===== src/rtl/mem_line_aligner.sv =====
// Line-RAM access aligner: turns scalar/vector loads and stores at any byte
// address into one or two line-aligned beats on a byte-enabled line RAM.
module mem_line_aligner #(
    parameter int LINE_BYTES  = 32,
    parameter int ADDR_W      = 32,
    parameter int LINE_ADDR_W = 14,
    parameter int SC_WR_BYTES = 2,
    parameter int SC_RD_BYTES = 4,
    parameter int RD_LAT      = 1
) (
    input  logic                     clk,
    input  logic                     reset,
    input  logic                     req_valid,
    output logic                     req_ready,
    input  logic                     req_write,
    input  logic                     req_vector,
    input  logic [ADDR_W-1:0]        req_addr,
    input  logic [SC_WR_BYTES*8-1:0] req_wdata_s,
    input  logic [LINE_BYTES*8-1:0]  req_wdata_v,
    output logic                     resp_valid,
    output logic [SC_RD_BYTES*8-1:0] resp_rdata_s,
    output logic [LINE_BYTES*8-1:0]  resp_rdata_v,
    output logic                     busy,
    output logic                     mem_rden,
    output logic                     mem_wren,
    output logic [LINE_ADDR_W-1:0]   mem_addr,
    output logic [LINE_BYTES-1:0]    mem_byteena,
    output logic [LINE_BYTES*8-1:0]  mem_wdata,
    input  logic [LINE_BYTES*8-1:0]  mem_rdata
);

    localparam int OFF_W = $clog2(LINE_BYTES);
    localparam int LW    = LINE_BYTES * 8;

    localparam logic [2:0] S_IDLE   = 3'd0;
    localparam logic [2:0] S_BEAT0  = 3'd1;
    localparam logic [2:0] S_BEAT1  = 3'd2;
    localparam logic [2:0] S_RDWAIT = 3'd3;
    localparam logic [2:0] S_RESP   = 3'd4;

    localparam logic [LINE_BYTES-1:0] MASK_V  = {LINE_BYTES{1'b1}};
    localparam logic [LINE_BYTES-1:0] MASK_WR = {LINE_BYTES{1'b1}} >> (LINE_BYTES - SC_WR_BYTES);
    localparam logic [LINE_BYTES-1:0] MASK_RD = {LINE_BYTES{1'b1}} >> (LINE_BYTES - SC_RD_BYTES);
    localparam logic [OFF_W+1:0]      N_V     = (OFF_W+2)'(LINE_BYTES);
    localparam logic [OFF_W+1:0]      N_WR    = (OFF_W+2)'(SC_WR_BYTES);
    localparam logic [OFF_W+1:0]      N_RD    = (OFF_W+2)'(SC_RD_BYTES);

    logic [2:0]             r_state;
    logic                   r_write;
    logic                   r_vector;
    logic                   r_split;
    logic [OFF_W-1:0]       r_off;
    logic [LINE_BYTES-1:0]  r_mask;
    logic [LW-1:0]          r_wdata;
    logic [LINE_ADDR_W-1:0] r_mem_addr;
    logic [1:0]             r_cnt;
    logic [RD_LAT-1:0]      r_rdv;
    logic [RD_LAT-1:0]      r_rdb;
    logic [LW-1:0]          r_h0;
    logic [LW-1:0]          r_h1;
    logic [SC_RD_BYTES*8-1:0] r_resp_s;
    logic [LW-1:0]          r_resp_v;

    logic [2:0]             w_state_nxt;
    logic                   w_accept;
    logic [OFF_W-1:0]       w_off_in;
    logic [LINE_ADDR_W-1:0] w_line_in;
    logic [OFF_W+1:0]       w_n_in;
    logic [LINE_BYTES-1:0]  w_mask_in;
    logic                   w_split_in;
    logic [LW-1:0]          w_wdata_in;
    logic [2*LW-1:0]        w_wide_d;
    logic [2*LINE_BYTES-1:0] w_wide_be;
    logic                   w_cap;
    logic [LW-1:0]          w_h0_nxt;
    logic [LW-1:0]          w_h1_nxt;
    logic [2*LW-1:0]        w_rd_wide;
    logic                   w_unused;

    assign req_ready  = reset && (r_state == S_IDLE);
    assign busy       = (r_state != S_IDLE);
    assign resp_valid = (r_state == S_RESP);
    assign w_accept   = req_valid && req_ready;

    assign w_off_in   = req_addr[OFF_W-1:0];
    assign w_line_in  = req_addr[OFF_W+LINE_ADDR_W-1:OFF_W];
    assign w_n_in     = req_vector ? N_V : (req_write ? N_WR : N_RD);
    assign w_mask_in  = req_vector ? MASK_V : (req_write ? MASK_WR : MASK_RD);
    assign w_split_in = ({2'b00, w_off_in} + w_n_in) > N_V;

    always_comb begin
        w_wdata_in = '0;
        if (req_vector) begin
            w_wdata_in = req_wdata_v;
        end else begin
            w_wdata_in[SC_WR_BYTES*8-1:0] = req_wdata_s;
        end
    end

    // Shifting into a double-width window yields beat 0 in the low half and
    // the spill-over for beat 1 in the high half.
    assign w_wide_d  = {{LW{1'b0}}, r_wdata} << {r_off, 3'b000};
    assign w_wide_be = {{LINE_BYTES{1'b0}}, r_mask} << r_off;

    always_comb begin
        mem_rden    = 1'b0;
        mem_wren    = 1'b0;
        mem_byteena = '0;
        mem_wdata   = '0;
        if (r_state == S_BEAT0) begin
            mem_rden    = !r_write;
            mem_wren    = r_write;
            mem_byteena = w_wide_be[LINE_BYTES-1:0];
            mem_wdata   = w_wide_d[LW-1:0];
        end else if (r_state == S_BEAT1) begin
            mem_rden    = !r_write;
            mem_wren    = r_write;
            mem_byteena = w_wide_be[2*LINE_BYTES-1:LINE_BYTES];
            mem_wdata   = w_wide_d[2*LW-1:LW];
        end
    end

    assign mem_addr     = r_mem_addr;
    assign resp_rdata_s = r_resp_s;
    assign resp_rdata_v = r_resp_v;

    always_comb begin
        w_state_nxt = r_state;
        case (r_state)
            S_IDLE:   if (w_accept) w_state_nxt = S_BEAT0;
            S_BEAT0:  begin
                if (r_split) w_state_nxt = S_BEAT1;
                else         w_state_nxt = r_write ? S_RESP : S_RDWAIT;
            end
            S_BEAT1:  w_state_nxt = r_write ? S_RESP : S_RDWAIT;
            S_RDWAIT: if (r_cnt == 2'd0) w_state_nxt = S_RESP;
            S_RESP:   w_state_nxt = S_IDLE;
            default:  w_state_nxt = S_IDLE;
        endcase
    end

    // Read data arrives RD_LAT cycles after its rden; the tag says which beat.
    assign w_cap     = r_rdv[RD_LAT-1];
    assign w_h0_nxt  = (w_cap && !r_rdb[RD_LAT-1]) ? mem_rdata : r_h0;
    assign w_h1_nxt  = (w_cap &&  r_rdb[RD_LAT-1]) ? mem_rdata : r_h1;
    assign w_rd_wide = {w_h1_nxt, w_h0_nxt} >> {r_off, 3'b000};

    assign w_unused  = ^{req_addr[ADDR_W-1:OFF_W+LINE_ADDR_W], w_rd_wide[2*LW-1:LW]};

    always_ff @(posedge clk or negedge reset) begin
        if (!reset) begin
            r_state    <= S_IDLE;
            r_write    <= 1'b0;
            r_vector   <= 1'b0;
            r_split    <= 1'b0;
            r_off      <= '0;
            r_mask     <= '0;
            r_wdata    <= '0;
            r_mem_addr <= '0;
            r_cnt      <= '0;
            r_rdv      <= '0;
            r_rdb      <= '0;
            r_h0       <= '0;
            r_h1       <= '0;
            r_resp_s   <= '0;
            r_resp_v   <= '0;
        end else begin
            r_state <= w_state_nxt;
            if (w_accept) begin
                r_write    <= req_write;
                r_vector   <= req_vector;
                r_split    <= w_split_in;
                r_off      <= w_off_in;
                r_mask     <= w_mask_in;
                r_wdata    <= w_wdata_in;
                r_mem_addr <= w_line_in;
            end else if (r_state == S_BEAT0 && r_split) begin
                r_mem_addr <= r_mem_addr + LINE_ADDR_W'(1);
            end

            if (w_state_nxt == S_RDWAIT && r_state != S_RDWAIT) begin
                r_cnt <= 2'(RD_LAT - 1);
            end else if (r_state == S_RDWAIT && r_cnt != 2'd0) begin
                r_cnt <= r_cnt - 2'd1;
            end

            r_rdv[0] <= mem_rden;
            r_rdb[0] <= (r_state == S_BEAT1);
            for (int i = 1; i < RD_LAT; i++) begin
                r_rdv[i] <= r_rdv[i-1];
                r_rdb[i] <= r_rdb[i-1];
            end
            r_h0 <= w_h0_nxt;
            r_h1 <= w_h1_nxt;

            if (w_state_nxt == S_RESP && r_state != S_RESP) begin
                if (r_write) begin
                    r_resp_s <= '0;
                    r_resp_v <= '0;
                end else if (r_vector) begin
                    r_resp_s <= '0;
                    r_resp_v <= w_rd_wide[LW-1:0];
                end else begin
                    r_resp_s <= w_rd_wide[SC_RD_BYTES*8-1:0];
                    r_resp_v <= '0;
                end
            end
        end
    end

endmodule


===== config.mk =====
export PLATFORM = sky130hd
export DESIGN_NAME = mem_line_aligner
export DESIGN_NICKNAME = d
export VERILOG_FILES = /design/src/rtl/mem_line_aligner.sv
export SDC_FILE = /design/constraint.sdc
export NUM_CORES = 2
export LEC_CHECK = 0
export ABC_AREA = 1
export BUFFER_PORTS_ARGS = -buffer_cell sky130_fd_sc_hd__buf_2
export CAP_MARGIN = 20
export CORE_MARGIN = 4
export CORE_UTILIZATION = 35
export CTS_CLUSTER_SIZE = 28
export DETAILED_ROUTE_END_ITERATION = 8
export PLACE_DENSITY = 0.6
export SLEW_MARGIN = 20
export SYNTH_ARGS = -nofsm -noshare
export SYNTH_HDL_FRONTEND = slang
export SYNTH_SLANG_ARGS = --single-unit

===== constraint.sdc =====
create_clock -name clk -period 2.55 [get_ports clk]
set_input_delay 0.255 -clock clk [delete_from_list [all_inputs] [get_ports clk]]
set_output_delay 0.255 -clock clk [all_outputs]
set_load 0.005 [all_outputs]

==> results.json <==
{
  "synth_top_area_share_pct": 31.07,
  "clockBufferDepth": 3,
  "r2r_end": "resp_rdata_v[3]",
  "drive_gt1_share_pct": 24.24,
  "p_leak_uw": 0.06796,
  "cp-start-kind": "flip-flop",
  "grt_pass1_vias": 116700,
  "final_util_pct": 52.48,
  "setup_viol": 581,
  "maxSlewViolCount": 0,
  "wl_per_cell_um": 32.90,
  "io_pins": 1160,
  "slew_headroom_pct": 31.93,
  "track_usage_pct": 52.12,
  "worst_slew_pin_slew_ns": 1.020,
  "cts_tree": "yes",
  "grt_max_degree": 159,
  "die_area_mm2": 0.2564,
  "hold_depth": 3,
  "synth_top_cells_by_count": "nand2_1, nand3_1, dfrtp_1",
  "die_w_um": 506.3,
  "portBuffers": 1146,
  "crit_path_end_kind": "output pin",
  "synth_flop_cell": "dfrtp_1",
  "drv_cap": 0,
  "ys_seq_area_share_pct": 31.07,
  "drt-total-wl_mm": 696.6,
  "critPathKind": "reg -> out",
  "dp.final_hpwl_mm": 560.9,
  "fmax_ghz": 0.2663,
  "synth.distinct_cells": 45,
  "power_density_mw_per_mm2": 1876,
  "cts_buffers": 142,
  "first_pass_iters": 8,
  "n_fill_cell": 24810,
  "synth.largest_area_cell": "dfrtp_1",
  "dpl_cell_area_mm2": 0.1152,
  "path_clk_slew_ns": 0.08,
  "cts_sinks": 1079,
  "hp-start": "req_vector",
  "synth_area_mm2": 0.08691,
  "finalCritPeriodShare_pct": 147.2,
  "rsz0062_at_grt": "yes",
  "cts_max_level": 4,
  "grt-ovfl-total": 0,
  "syn_avg_cell_area_um2": 5.962,
  "ir_drop_mv": 0.9319,
  "violations": "setup timing",
  "ys_ff_latch": 1079,
  "period_minus_slack_ns": 3.755,
  "status": "complete, but fails checks",
  "fin_worst_skew_ns": 0.07223,
  "routabilityCongestion": 1.116,
  "grt_pass1_wl_mm": 938.9,
  "syn_inst": 14580,
  "synth.most_common_cell": "nand2_1",
  "r2r_cells": 18,
  "cp.arrival_ns": 3.50,
  "worstPathRequired_ns": 2.30,
  "final_nets": 18250,
  "r2r_setup_slack_ns": -0.90,
  "async_reset_ff_share_pct": 100.0,
  "drc": 0,
  "cts_root_buf": "clkbuf_16",
  "final_hold_viol_count": 0,
  "r2r_start": "r_off[0]",
  "syn_nets": 15150,
  "die_y_um": 506.3,
  "dr.first_iter.drc_count": 18300,
  "p_total_uw": 242800,
  "core_area_mm2": 0.2466,
  "synth.area.top_cells": "dfrtp_1, nand3_1, nand2_1, o21ai_0, inv_1",
  "hold_path.class": "in -> reg",
  "row_count": 182,
  "initial_core_util_pct": 35.24,
  "final_area_mm2": 0.1294,
  "cp_max_fo": 15,
  "via_per_inst": 5.896,
  "antenna_found_initial": 95,
  "vias": 124800,
  "ant_nets": 0,
  "synth_warnings": 0,
  "synth_enable_flop_cells": 0,
  "min_to": "r_mask[30]",
  "layout_setup_ws_ns": -1.205,
  "area_delta_synth_final_pct": 48.92,
  "clkLatencyLatePin_ns": 0.89
}
## worst max-delay path by stage
stage	slack [ns]	cells after the start	endpoint	start
floorplan	0.44	9	r_split	req_vector
global placement	-0.87	13	mem_wdata[253]	r_off[0]
detailed placement	-0.87	13	mem_wdata[253]	r_off[0]
CTS	-1.11	14	mem_wdata[201]	r_off[0]
global route	-1.25	13	mem_wdata[250]	r_off[0]
finish	-1.20	13	mem_wdata[58]	r_off[0]
## stage by stage
stage          setup TNS, ns  hold WS (ns)  cells  setup slack, ns
2_1_floorplan              0      -0.04059  14580           0.4416
3_3_place_gp         -165.18        0.3995  20300          -0.8706
3_5_place_dp         -171.90        0.3999  20300          -0.8702
4_1_cts              -369.58    0.00003153  21110           -1.106
5_1_grt              -431.29       0.02088  21130           -1.249
6_report             -408.27       0.02514  21170           -1.205
## registers in the layout (all words and copies together) (netlist names)
register	count
r_rdv	1
resp_rdata_s	32
r_write	1
r_h0	256
resp_rdata_v	256
r_rdb	1
r_wdata	256
r_state	3
r_off	5
mem_addr	14
r_cnt	2
r_mask	3
r_h1	248
r_split	1
## area by class of cell
cell class	instances	area [um2]	share of cell area, %
Multi-Input combinational cell	11390	54160	41.84
Timing Repair Buffer	4071	35110	27.13
Sequential cell	1079	27020	20.88
Tap cell	3312	4144	3.202
Clock buffer	194	3979	3.074
Inverter	992	3796	2.933
Clock inverter	68	1055	0.8149
Antenna cell	65	162.7	0.1257
## cell usage in the layout, fill, tap and decap left out, types with 22 or more instances in the layout
| master | synthesis | layout |
|---|---|---|
| o21ai_2 | 0 | 176 |
| buf_12 | 0 | 423 |
| o21ai_0 | 908 | 513 |
| o21ai_1 | 41 | 222 |
| clkbuf_1 | 448 | 29 |
| o21ai_4 | 0 | 38 |
| nand2_1 | 5055 | 4951 |
| buf_2 | 373 | 1119 |
| diode_2 | 0 | 65 |
| clkbuf_8 | 0 | 24 |
| nand3_2 | 1 | 111 |
| mux2i_1 | 69 | 47 |
| a21oi_1 | 42 | 42 |
| nand3b_1 | 37 | 37 |
| nand3_1 | 4671 | 4545 |
| nand2_2 | 1 | 85 |
| nor2_1 | 274 | 245 |
| and2_1 | 68 | 68 |
| dlygate4sd3_1 | 0 | 545 |
| clkbuf_16 | 0 | 146 |
| dfrtp_1 | 1079 | 1072 |
| inv_1 | 974 | 972 |
| buf_4 | 22 | 1865 |
| o21a_1 | 64 | 64 |
| buf_6 | 9 | 98 |
| o211ai_1 | 22 | 22 |
## report_power, final
group / total (uW) / switching, uW / internal [uW] / leakage, uW
Clock: 22400 / 9770 / 12600 / 0.00242
Sequential: 30200 / 5200 / 25000 / 0.0135
Combinational: 190000 / 122000 / 67800 / 0.0521
## kinds of logic (layout without fill, tap and decap cells)
kind of cell    count (synthesis)  after routing  share of synthesized area, %
buf+inv                      2107           5325                         9.809
simple gates                10140          10140                         50.95
flops                        1079           1079                         31.07
compound gates               1174           1174                         7.231
xor+xnor                        7              7                       0.07054
fa+ha+maj                       5              5                       0.08062
other cells                     0             65                             0
mux                            69             69                        0.7947
## critical path, cell delays in order, from the launching register on
cell,delay (ns)
dfrtp_4,0.55
clkbuf_16,0.20
buf_12,0.15
or2_2,0.42
o21ai_4,0.14
o21ai_0,0.10
buf_4,0.19
nand2_1,0.06
o21ai_1,0.07
buf_4,0.16
buf_4,0.13
nand3_1,0.05
o211ai_1,0.18
buf_2,0.21
## timing repair
action,CTS,global route
endpoints found under the setup margin,576,584
hold buffers,545,0
resized for setup,733,389
pin swaps,60,55
gates cloned,8,4
hold endpoints to repair,1206,0
setup buffers,8,4
## layer usage
metal	wire length, um	vias up	track usage, %
li1	-	54560	-
met1	235100	59100	56.97
met2	290200	8615	77.60
met3	67790	2532	12.57
met4	103200	36	60.52
met5	233	-	0
(Power assumes the default switching activity.)
